### config.mk
export PLATFORM = sky130hd
export DESIGN_NAME = alu_sequencer
export DESIGN_NICKNAME = d
export VERILOG_FILES = /design/src/rtl/alu_sequencer.sv
export SDC_FILE = /design/constraint.sdc
export NUM_CORES = 1
export LEC_CHECK = 0
export ABC_CLOCK_PERIOD_IN_PS = 1920
export CORE_UTILIZATION = 36
export DETAILED_ROUTE_END_ITERATION = 8
export DONT_BUFFER_PORTS = 1
export SETUP_SLACK_MARGIN = 0.15
export SKIP_LAST_GASP = 1
export SLEW_MARGIN = 20
export SYNTH_ARGS = -nofsm -noshare
export SYNTH_HDL_FRONTEND = slang
export SYNTH_SLANG_ARGS = --single-unit
export TNS_END_PERCENT = 1
### constraint.sdc
create_clock -name clk -period 1.92 [get_ports clk]
set_input_delay 0.384 -clock clk [delete_from_list [all_inputs] [get_ports clk]]
set_output_delay 0.384 -clock clk [all_outputs]
set_load 0.01 [all_outputs]
### src/rtl/alu_sequencer.sv
// -----------------------------------------------------------------------------
// alu_sequencer
//   Upstream control stage for alu_with_reg. It accepts packed instruction
//   words over a valid/ready handshake and drives one registered ALU step per
//   clock. ALU results (alu_out/alu_cout) are captured into a result register
//   whenever the sequencer runs an EXEC or REPEAT step.
//
//   Instruction word: {op[1:0], addr[1:0], data[BIT_WIDTH-1:0]}
//     00 LDI    : one cycle, write data into ALU register addr
//     01 EXEC   : one cycle, run op s=data[0] on register addr, capture result
//     10 WAIT   : idle the ALU for data+1 cycles
//     11 REPEAT : EXEC for data[BIT_WIDTH-1:1]+1 consecutive cycles
//
// Ports
//   clk, rst        clock (rising edge), asynchronous active-high reset
//   instr_valid     instr holds a valid word
//   instr_ready     sequencer is idle and will accept a word this cycle
//   instr           packed instruction word (BIT_WIDTH+4 bits)
//   alu_in          data to alu_with_reg.in
//   alu_reg_addr    register address to alu_with_reg.reg_addr
//   alu_s_reg       register write strobe to alu_with_reg.s_reg
//   alu_s           operation select to alu_with_reg.s
//   alu_out         result from alu_with_reg.out
//   alu_cout        carry from alu_with_reg.cout
//   result          last captured alu_out
//   result_cout     last captured alu_cout
//   result_valid    one-cycle pulse following every capture edge
//   busy            sequencer is not idle
//   exec_count      (ALU_SEQ_EXEC_CNT_EN only) wrapping count of capture edges
//
// Configuration
//   ALU_SEQ_EXEC_CNT_EN : when defined, adds the 16-bit exec_count output.
// -----------------------------------------------------------------------------
module alu_sequencer #(
  parameter int BIT_WIDTH = 4
) (
  input  logic                   clk,
  input  logic                   rst,
  input  logic                   instr_valid,
  output logic                   instr_ready,
  input  logic [BIT_WIDTH+3:0]   instr,
  output logic [BIT_WIDTH-1:0]   alu_in,
  output logic [1:0]             alu_reg_addr,
  output logic                   alu_s_reg,
  output logic                   alu_s,
  input  logic [BIT_WIDTH-1:0]   alu_out,
  input  logic                   alu_cout,
  output logic [BIT_WIDTH-1:0]   result,
  output logic                   result_cout,
  output logic                   result_valid,
`ifdef ALU_SEQ_EXEC_CNT_EN
  output logic [15:0]            exec_count,
`endif
  output logic                   busy
);

  typedef enum logic [1:0] {
    S_IDLE   = 2'd0,
    S_ISSUE  = 2'd1,
    S_WAIT   = 2'd2,
    S_REPEAT = 2'd3
  } state_t;

  localparam logic [1:0] OP_LDI    = 2'b00;
  localparam logic [1:0] OP_EXEC   = 2'b01;
  localparam logic [1:0] OP_WAIT   = 2'b10;
  localparam logic [1:0] OP_REPEAT = 2'b11;

  // Decrement that holds at zero so the cycle counter can never wrap.
  function automatic logic [BIT_WIDTH-1:0] sat_dec(input logic [BIT_WIDTH-1:0] v);
    if (v == '0) return '0;
    else         return v - 1'b1;
  endfunction

  state_t                 state, state_nxt;
  logic [BIT_WIDTH-1:0]   cnt, cnt_nxt;
  // Set when the single ISSUE cycle belongs to an EXEC (capture at its end).
  logic                   issue_cap, issue_cap_nxt;

  logic [BIT_WIDTH-1:0]   alu_in_nxt;
  logic [1:0]             alu_reg_addr_nxt;
  logic                   alu_s_reg_nxt;
  logic                   alu_s_nxt;

  logic [1:0]             op;
  logic [1:0]             addr;
  logic [BIT_WIDTH-1:0]   data;
  logic                   accept;
  logic                   cap;

  assign op   = instr[BIT_WIDTH+3:BIT_WIDTH+2];
  assign addr = instr[BIT_WIDTH+1:BIT_WIDTH];
  assign data = instr[BIT_WIDTH-1:0];

  assign instr_ready = (state == S_IDLE);
  assign busy        = (state != S_IDLE);
  assign accept      = instr_valid && instr_ready;

  // A capture edge ends every EXEC issue cycle and every REPEAT cycle.
  assign cap = ((state == S_ISSUE) && issue_cap) || (state == S_REPEAT);

  // Next-state and next-output logic; ALU controls are registered so they
  // are stable for the whole step they describe.
  always_comb begin
    state_nxt        = state;
    cnt_nxt          = cnt;
    issue_cap_nxt    = issue_cap;
    alu_in_nxt       = '0;
    alu_reg_addr_nxt = 2'b00;
    alu_s_reg_nxt    = 1'b0;
    alu_s_nxt        = 1'b0;

    case (state)
      S_IDLE: begin
        if (accept) begin
          case (op)
            OP_LDI: begin
              state_nxt        = S_ISSUE;
              issue_cap_nxt    = 1'b0;
              alu_in_nxt       = data;
              alu_reg_addr_nxt = addr;
              alu_s_reg_nxt    = 1'b1;
            end
            OP_EXEC: begin
              state_nxt        = S_ISSUE;
              issue_cap_nxt    = 1'b1;
              alu_reg_addr_nxt = addr;
              alu_s_nxt        = data[0];
            end
            OP_WAIT: begin
              state_nxt = S_WAIT;
              cnt_nxt   = data;
            end
            default: begin
              state_nxt        = S_REPEAT;
              cnt_nxt          = {1'b0, data[BIT_WIDTH-1:1]};
              alu_reg_addr_nxt = addr;
              alu_s_nxt        = data[0];
            end
          endcase
        end
      end
      S_ISSUE: begin
        state_nxt     = S_IDLE;
        issue_cap_nxt = 1'b0;
      end
      S_WAIT: begin
        if (cnt == '0) state_nxt = S_IDLE;
        else           cnt_nxt   = sat_dec(cnt);
      end
      S_REPEAT: begin
        if (cnt == '0) begin
          state_nxt = S_IDLE;
        end else begin
          cnt_nxt          = sat_dec(cnt);
          alu_reg_addr_nxt = alu_reg_addr;
          alu_s_nxt        = alu_s;
        end
      end
      default: state_nxt = S_IDLE;
    endcase
  end

  // ---- p0: control state and registered ALU drive ----
  always_ff @(posedge clk or posedge rst) begin
    if (rst) begin
      state        <= S_IDLE;
      cnt          <= '0;
      issue_cap    <= 1'b0;
      alu_in       <= '0;
      alu_reg_addr <= 2'b00;
      alu_s_reg    <= 1'b0;
      alu_s        <= 1'b0;
    end else begin
      state        <= state_nxt;
      cnt          <= cnt_nxt;
      issue_cap    <= issue_cap_nxt;
      alu_in       <= alu_in_nxt;
      alu_reg_addr <= alu_reg_addr_nxt;
      alu_s_reg    <= alu_s_reg_nxt;
      alu_s        <= alu_s_nxt;
    end
  end

  // ---- p1: result capture ----
  always_ff @(posedge clk or posedge rst) begin
    if (rst) begin
      result       <= '0;
      result_cout  <= 1'b0;
      result_valid <= 1'b0;
    end else begin
      result_valid <= cap;
      if (cap) begin
        result      <= alu_out;
        result_cout <= alu_cout;
      end
    end
  end

`ifdef ALU_SEQ_EXEC_CNT_EN
  always_ff @(posedge clk or posedge rst) begin
    if (rst)      exec_count <= 16'd0;
    else if (cap) exec_count <= exec_count + 16'd1;
  end
`endif

endmodule

==> metrics list, run 1 <==
- Outcome: finished, final reports clean
- Worst rel slew slack: 0.785
- Critical path class: register to output pin
- After floorplanning, the core was sized to cover roughly 2500 um2.
- Height of the chip: between 50 and 60 um
- Final Cycle Share: 0.867
* Worst hold slack after final layout: roughly 0.14 ns
- Leakage component of the power: between 0.4 and 0.5 nW
* Worst slew pin tran: between 0.3 and 0.4 ns
- Sequential-to-total area share from yosys stat: 0.559
- The first global-routing pass estimated approximately 2600 um of wire.
* Worst R2R Path Depth: 5
- Number of antenna violations at the first check in global routing: 0
- Initial detailed-routing violation count: 7
- Largest clock skew in the final design: between 0.009 and 0.01 ns
* TritonCTS buffer count: 3
- For this run, asynchronously set or reset flops after synthesis account for 1.00.
- Synthesis inferred 21 register bits.
- Crit end category: output pin
- For flop-to-flop paths, the worst setup slack is between 0.3 and 0.4 ns.
- Horiz. Die Dim: 53.1 um
- Worst VDD drop: roughly 0.63 mV
* Detailed-placement wirelength estimate: between 1000 and 1500 um
* Clock latency on the worst-skew pair: 0.31 ns
- In this run the count of I/O pins placed on the die edge is 32.
- The mapped netlist covers 941 um2.
* Number of slew-limit violations in the final report: 0
- Die area: 2820 um2
* Number of nets in the layout: around 100
- Along the worst path, the maximum fanout reaches 12.
* I/O Buffers: 0
- Data required time of the critical path: about 1.5 ns
* Biggest registers after layout: alu_in x4, cnt x4, result x4
- For this run, the top clock speed supported by timing is ~0.60 GHz.
- Among all flip-flop cells after synthesis, the most frequent one is sky130_fd_sc_hd__dfrtp_1.
- Average wire per standard cell: 15.0 um
- Clock-pin slew was measured on the worst setup and hold paths at ~0.1 ns.
- The detail route stage leaves a number of antenna-violating nets equal to 0.
* Hold-critical path depth: 1
- Worst path arrival time: between 1 and 1.5 ns
* Hold violation count in the final report: 0
* GRT Residual Overflow: 0
- Depth of the CTS H-tree: 1
- Vias in the first global route: about 570
- Entering global routing, the biggest net connects 22 pins.
* Root Buffer Master: sky130_fd_sc_hd__clkbuf_4
- STA classifies the critical path startpoint as a register.
* Maximum clock path buffer count: 2
- Setup TNS: 0 ns
- The tightest min-delay check is of the primary input to register type.
* Ratio of cells with drive above 1 in the final layout: 0.238
- After detailed routing, the number of remaining DRC violations is 0.
- Number of synthesized flops with an enable pin: 0
- Synth warn: 0
- Clock tree synthesis found a total of 21 sinks.
- Synth Instances: 75
- Relative to the synthesized area, the layout overhead comes to 8.25%.
* Core occupancy in the finished layout: 0.411
* Wire length reported by the detailed router: between 1500 and 2000 um
* Last weighted congestion value of the routability-driven placer: 0.698
* TritonCTS clock tree: done
- Antenna fix cells: 0
- For this configuration, the core starts out at a cell density of 0.380.
* Net count after synthesis: around 90
- Setup repair after global routing missed its margin: no
- Setup violations remaining at the end of the flow were counted as 0.
- The synthesized netlist contains 36 unique library cells.
- GRT Resource Usage Total: 0.134
- Pre-antenna DRT Iters: 4
- Power spread over the standard cell area amounts to ~1400 nW/um2.
* Minimum clock period: 1.66 ns
* Synthesized area per cell: around 13 um2
* Site Rows: 18
- Number of violations of the max-capacitance limit: 0
* Via count: approximately 600
- Buffers added to address setup during post-CTS repair amount to 0.
- Vias per cell: between 5 and 6
## worst max-delay path, cell delays in order, from the launching register on
cell and delay [ns]:
sky130_fd_sc_hd__dfrtp_2 0.51, sky130_fd_sc_hd__or2_2 0.36, sky130_fd_sc_hd__inv_1 0.11
## routing by layer
layer,wire length (um),track usage
met1,756,0.165
met2,736,0.205
met4,38,0.0789
met3,118,0.0431
met5,0,0
## cell families (layout without fill, tap and decap cells)
logic type / Yosys count / count (layout) / share of synthesized area
AND/OR/NAND/NOR: 22 / 22 / 0.180
multiplexers: 8 / 8 / 0.0918
XOR/XNOR: 1 / 1 / 0.00931
buffers and inverters: 8 / 13 / 0.0332
flip-flops: 21 / 21 / 0.559
AO/OA/AOI/OAI: 14 / 14 / 0.114
adder cells (fa/ha/maj): 1 / 1 / 0.0133
## cell type report
| type | count | area [um2] |
|---|---|---|
| Sequential cell | 21 | 527 |
| Multi-Input combinational cell | 46 | 384 |
| Clock buffer | 4 | 26.3 |
| Inverter | 7 | 26.3 |
| Timing Repair Buffer | 2 | 17.5 |
| Fill cell | 254 | 1460 |
| Tap cell | 30 | 37.5 |
## cell usage in the layout (no fill, tap or decap), types with 2 or more instances in the layout
cell                       netlist  final
sky130_fd_sc_hd__o21ai_0         2      2
sky130_fd_sc_hd__nand2_1         2      2
sky130_fd_sc_hd__dfrtp_1        21     20
sky130_fd_sc_hd__clkbuf_4        0      3
sky130_fd_sc_hd__inv_1           7      7
sky130_fd_sc_hd__mux2_2          5      5
sky130_fd_sc_hd__a22o_2          2      2
sky130_fd_sc_hd__o221ai_1        2      2
sky130_fd_sc_hd__and2_1          4      4
sky130_fd_sc_hd__mux2i_1         3      3
## path summary, 6_finish.rpt
check | start | endpoint
min in group asynchronous | rst | result[3]
max in group asynchronous | rst | state[1]
min | instr[7] | alu_s_reg
max | state[1] | instr_ready
max reg2reg | cnt[0] | alu_reg_addr[1]
min reg2reg | issue_cap | issue_cap
## where the power goes
part | leakage [nW] | total, W | switching, W | internal, W
Combinational | 0.181 | 0.000458 | 0.000208 | 0.000250
Sequential | 0.267 | 0.000784 | 0.000185 | 0.000599
Clock | 0.0150 | 0.000211 | 0.000130 | 0.0000811
Total | 0.463 | 0.00145 | 0.000523 | 0.000930
## cells in the mapped netlist (2+ instances only)
cell / number / area, um2
sky130_fd_sc_hd__dfrtp_1: 21 / 526
sky130_fd_sc_hd__inv_1: 7 / 26.3
sky130_fd_sc_hd__mux2_2: 5 / 56.3
sky130_fd_sc_hd__and2_1: 4 / 25.0
sky130_fd_sc_hd__mux2i_1: 3 / 30.0
sky130_fd_sc_hd__a22o_2: 2 / 20.0
sky130_fd_sc_hd__nand2_1: 2 / 7.51
sky130_fd_sc_hd__o21ai_0: 2 / 10.0
sky130_fd_sc_hd__o221ai_1: 2 / 17.5
## metrics by stage
stage               total power [W]  instance area [um2]  setup WS (ns)  instances
detailed placement          0.00126                  981          0.359        105
finish                      0.00145                 1020          0.255        110
global route                0.00156                 1020          0.186        110
global placement            0.00124                  981          0.395        105
floorplan                   0.00116                  941          0.424         75
CTS                         0.00147                 1020          0.194        110
## what timing repair did
item                                    4_1_cts  5_1_grt
endpoints found under the setup margin        0        1
hold endpoints to repair                     21        0
hold buffers                                  1        0
resized for setup                             0        1
Note: power is estimated with default switching activity, not from simulation.
==> inputs of run 2 (changes only) <==
--- a/config.mk
+++ b/config.mk
@@ -6,6 +6,7 @@
 export NUM_CORES = 1
 export LEC_CHECK = 0
 export ABC_CLOCK_PERIOD_IN_PS = 1920
+export CORE_ASPECT_RATIO = 1.4
 export CORE_UTILIZATION = 36
 export DETAILED_ROUTE_END_ITERATION = 8
 export DONT_BUFFER_PORTS = 1
==> metrics list, run 2 (same netlist as run 1, synthesis figures left out) <==
- Vias per cell: ~5.3
- The die is between 60 and 70 um tall.
- I/O Buffers: 0
- Clock latency on the worst-skew pair: roughly 0.29 ns
- Minimum clock period: 1.70 ns
* Hold buffers post-CTS: 0
* Site Rows: 21
- Horiz. Die Dim: 45.2 um
- Worst VDD drop: just under 0.6 mV
* Initial standard-cell utilization of the core: 0.385
- STA puts the critical path data required time at 1.54 ns.
- Final hold analysis gives a worst-case slack of about 0.11 ns.
* Number of antenna violations at the first check in global routing: 0
- The number of endpoints with negative hold slack in the final report was 0.
- In the final layout, the share of cells above drive strength 1 is 0.218.
* Final setup viols: 0
* Pre-antenna DRT Iters: 4
- In the finished design, the share of the clock period the worst path needs comes to 0.887.
- Setup TNS: 0 ns
- Vias in the first global route: about 550
- The worst setup path is of the register to output pin kind.
* Power share of the combinational group: 0.323
- The detail route stage leaves a number of antenna-violating nets equal to 0.
- Post-CTS repair changed the size of 0 cells.
- The analysis attributes to net switching a power of slightly above 0.0005 W.
- For this design, the sink count on the clock tree is 21.
- For this run, the post-layout net count is between 90 and 100.
* Initial detailed-routing violation count: 20
* Depth of the CTS H-tree: 1
* PD cells: 1440 nW/um2
- Leading cell type in the layout, fill and taps excluded: sky130_fd_sc_hd__dfrtp_1
- TritonCTS created 3 clock buffers.
- The floorplan step defined a core boundary enclosing between 2000 and 2500 um2.
- The floorplan step defined a die boundary enclosing roughly 2800 um2.
* Leakage component of the power: ~0.45 nW
- Cell internal power was estimated by the tool at 0.000927 W.
- Between clock sinks in the finished design, the worst skew comes to 0.00453 ns.
- Kind of path behind the tightest hold check: primary input to asynchronous set/reset pin
- Clock-pin slew was measured on the worst setup and hold paths at approximately 0.11 ns.
- At the pin with the least slew margin, the transition time is around 0.8 ns.
- Largest net degree at the start of global routing: 22
- The final layout contains routed wiring with a total length of roughly 1700 um.
* Crit end category: output pin
- Worst path arrival time: 1.32 ns
* Last weighted congestion value of the routability-driven placer: 0.776
* GRT Residual Overflow: 0
- Counting cells, the worst reg-to-reg path comes to 5.
- CP Launch Type: register
- After detailed routing, the average wire length per cell comes to about 15 um.
* Setup repair after global routing missed its margin: no
- No sink is reached through more buffers than the 2 on the longest clock path.
- Relative to the synthesized area, the layout overhead comes to 6.78%.
- The repair_antennas step left the layout with diodes totalling 0.
- Summing over every cut layer, the via total after detailed routing is ~600.
- Proportion of power drawn by flip-flops and latches: 0.537
- Detailed-placement wirelength estimate: roughly 1300 um
- Setup fix buffers added after clock tree synthesis: 0
- In the routed design, unresolved DRC markers number 0.
- Derived from the worst setup path, the maximum achievable clock frequency is roughly 0.6 GHz.
- Number of violations of the max-capacitance limit: 0
- In the layout the commonest cells are sky130_fd_sc_hd__dfrtp_1, sky130_fd_sc_hd__inv_1, sky130_fd_sc_hd__mux2_2.
- The first global-routing pass estimated 2560 um of wire.
- IO Count: 32
- Maximum fanout along the worst path: 12
- The largest registers in the layout are alu_in x4, cnt x4, result x4.
- Of the total power, the share spent switching nets is 0.359.
- Outcome: finished, final reports clean
* Part of the power in the clock network: 0.140
- TritonCTS clock tree: done
- Number of slew-limit violations in the final report: 0
- Root Buffer Master: sky130_fd_sc_hd__clkbuf_4
- GRT Resource Usage Total: 0.125
- Measured against its own limit, the worst slew margin works out to 0.479.
- Fill cells in the final layout number 240.
## run 2: changes by cell type in the layout (fill, tap and decap cells not counted)
cell                            before  now
sky130_fd_sc_hd__dfrtp_2             1    0
sky130_fd_sc_hd__buf_4               1    0
sky130_fd_sc_hd__dlygate4sd3_1       1    0
sky130_fd_sc_hd__dfrtp_1            20   21
## run 2: cell type report
cell class | count | area, um2 | share of cell area
flip-flops and latches | 21 | 526 | 0.523
multi-input cells | 46 | 384 | 0.382
well taps | 34 | 42.5 | 0.0423
clock buffers | 4 | 26.3 | 0.0262
inverters | 7 | 26.3 | 0.0262
## run 2: metal layers
metal | vias up | wire, um | GRT usage
met5 | - | 0 | 0
met4 | 0 | 14 | 0.0568
met3 | 2 | 142 | 0.0491
met2 | 30 | 845 | 0.201
met1 | 291 | 676 | 0.140
li1 | 274 | - | -
## run 2: per-stage QoR
stage                util  instance area (um2)  worst slack [ns]  total power (W)  instances
global route        0.411                 1000             0.164          0.00155        112
global placement    0.400                  978             0.390          0.00124        108
detailed placement  0.400                  978             0.339          0.00126        108
finish              0.411                 1000             0.218          0.00144        112
floorplan               -                  941             0.424          0.00116         75
CTS                 0.411                 1000             0.195          0.00147        112
## run 2: final timing paths
check | start | endpoint | slack, ns
worst max-delay path | state[1] | instr_ready | 0.22
min in group clk | instr[7] | alu_s_reg | 0.15
worst max register to register | cnt[0] | alu_reg_addr[1] | 0.33
worst min register to register | issue_cap | issue_cap | 0.53
max in group asynchronous | rst | result[2] | 1.33
worst min-delay path | rst | alu_in[0] | 0.11
## run 2: critical path, stage by stage, from the launching register on
cell and delay, ns:
sky130_fd_sc_hd__dfrtp_1 0.53, sky130_fd_sc_hd__or2_2 0.39, sky130_fd_sc_hd__inv_1 0.11
## run 2: power by group through the flow
| stage | Sequential, W | Clock (W) | Combinational [W] |
|---|---|---|---|
| 6_report | 0.000776 | 0.000202 | 0.000467 |
| 5_1_grt | 0.000802 | 0.000238 | 0.000512 |
| 4_1_cts | 0.000775 | 0.000222 | 0.000477 |
| 3_5_place_dp | 0.000786 | 0 | 0.000475 |
| 3_3_place_gp | 0.000782 | 0 | 0.000453 |
| 2_1_floorplan | 0.000730 | 0 | 0.000432 |
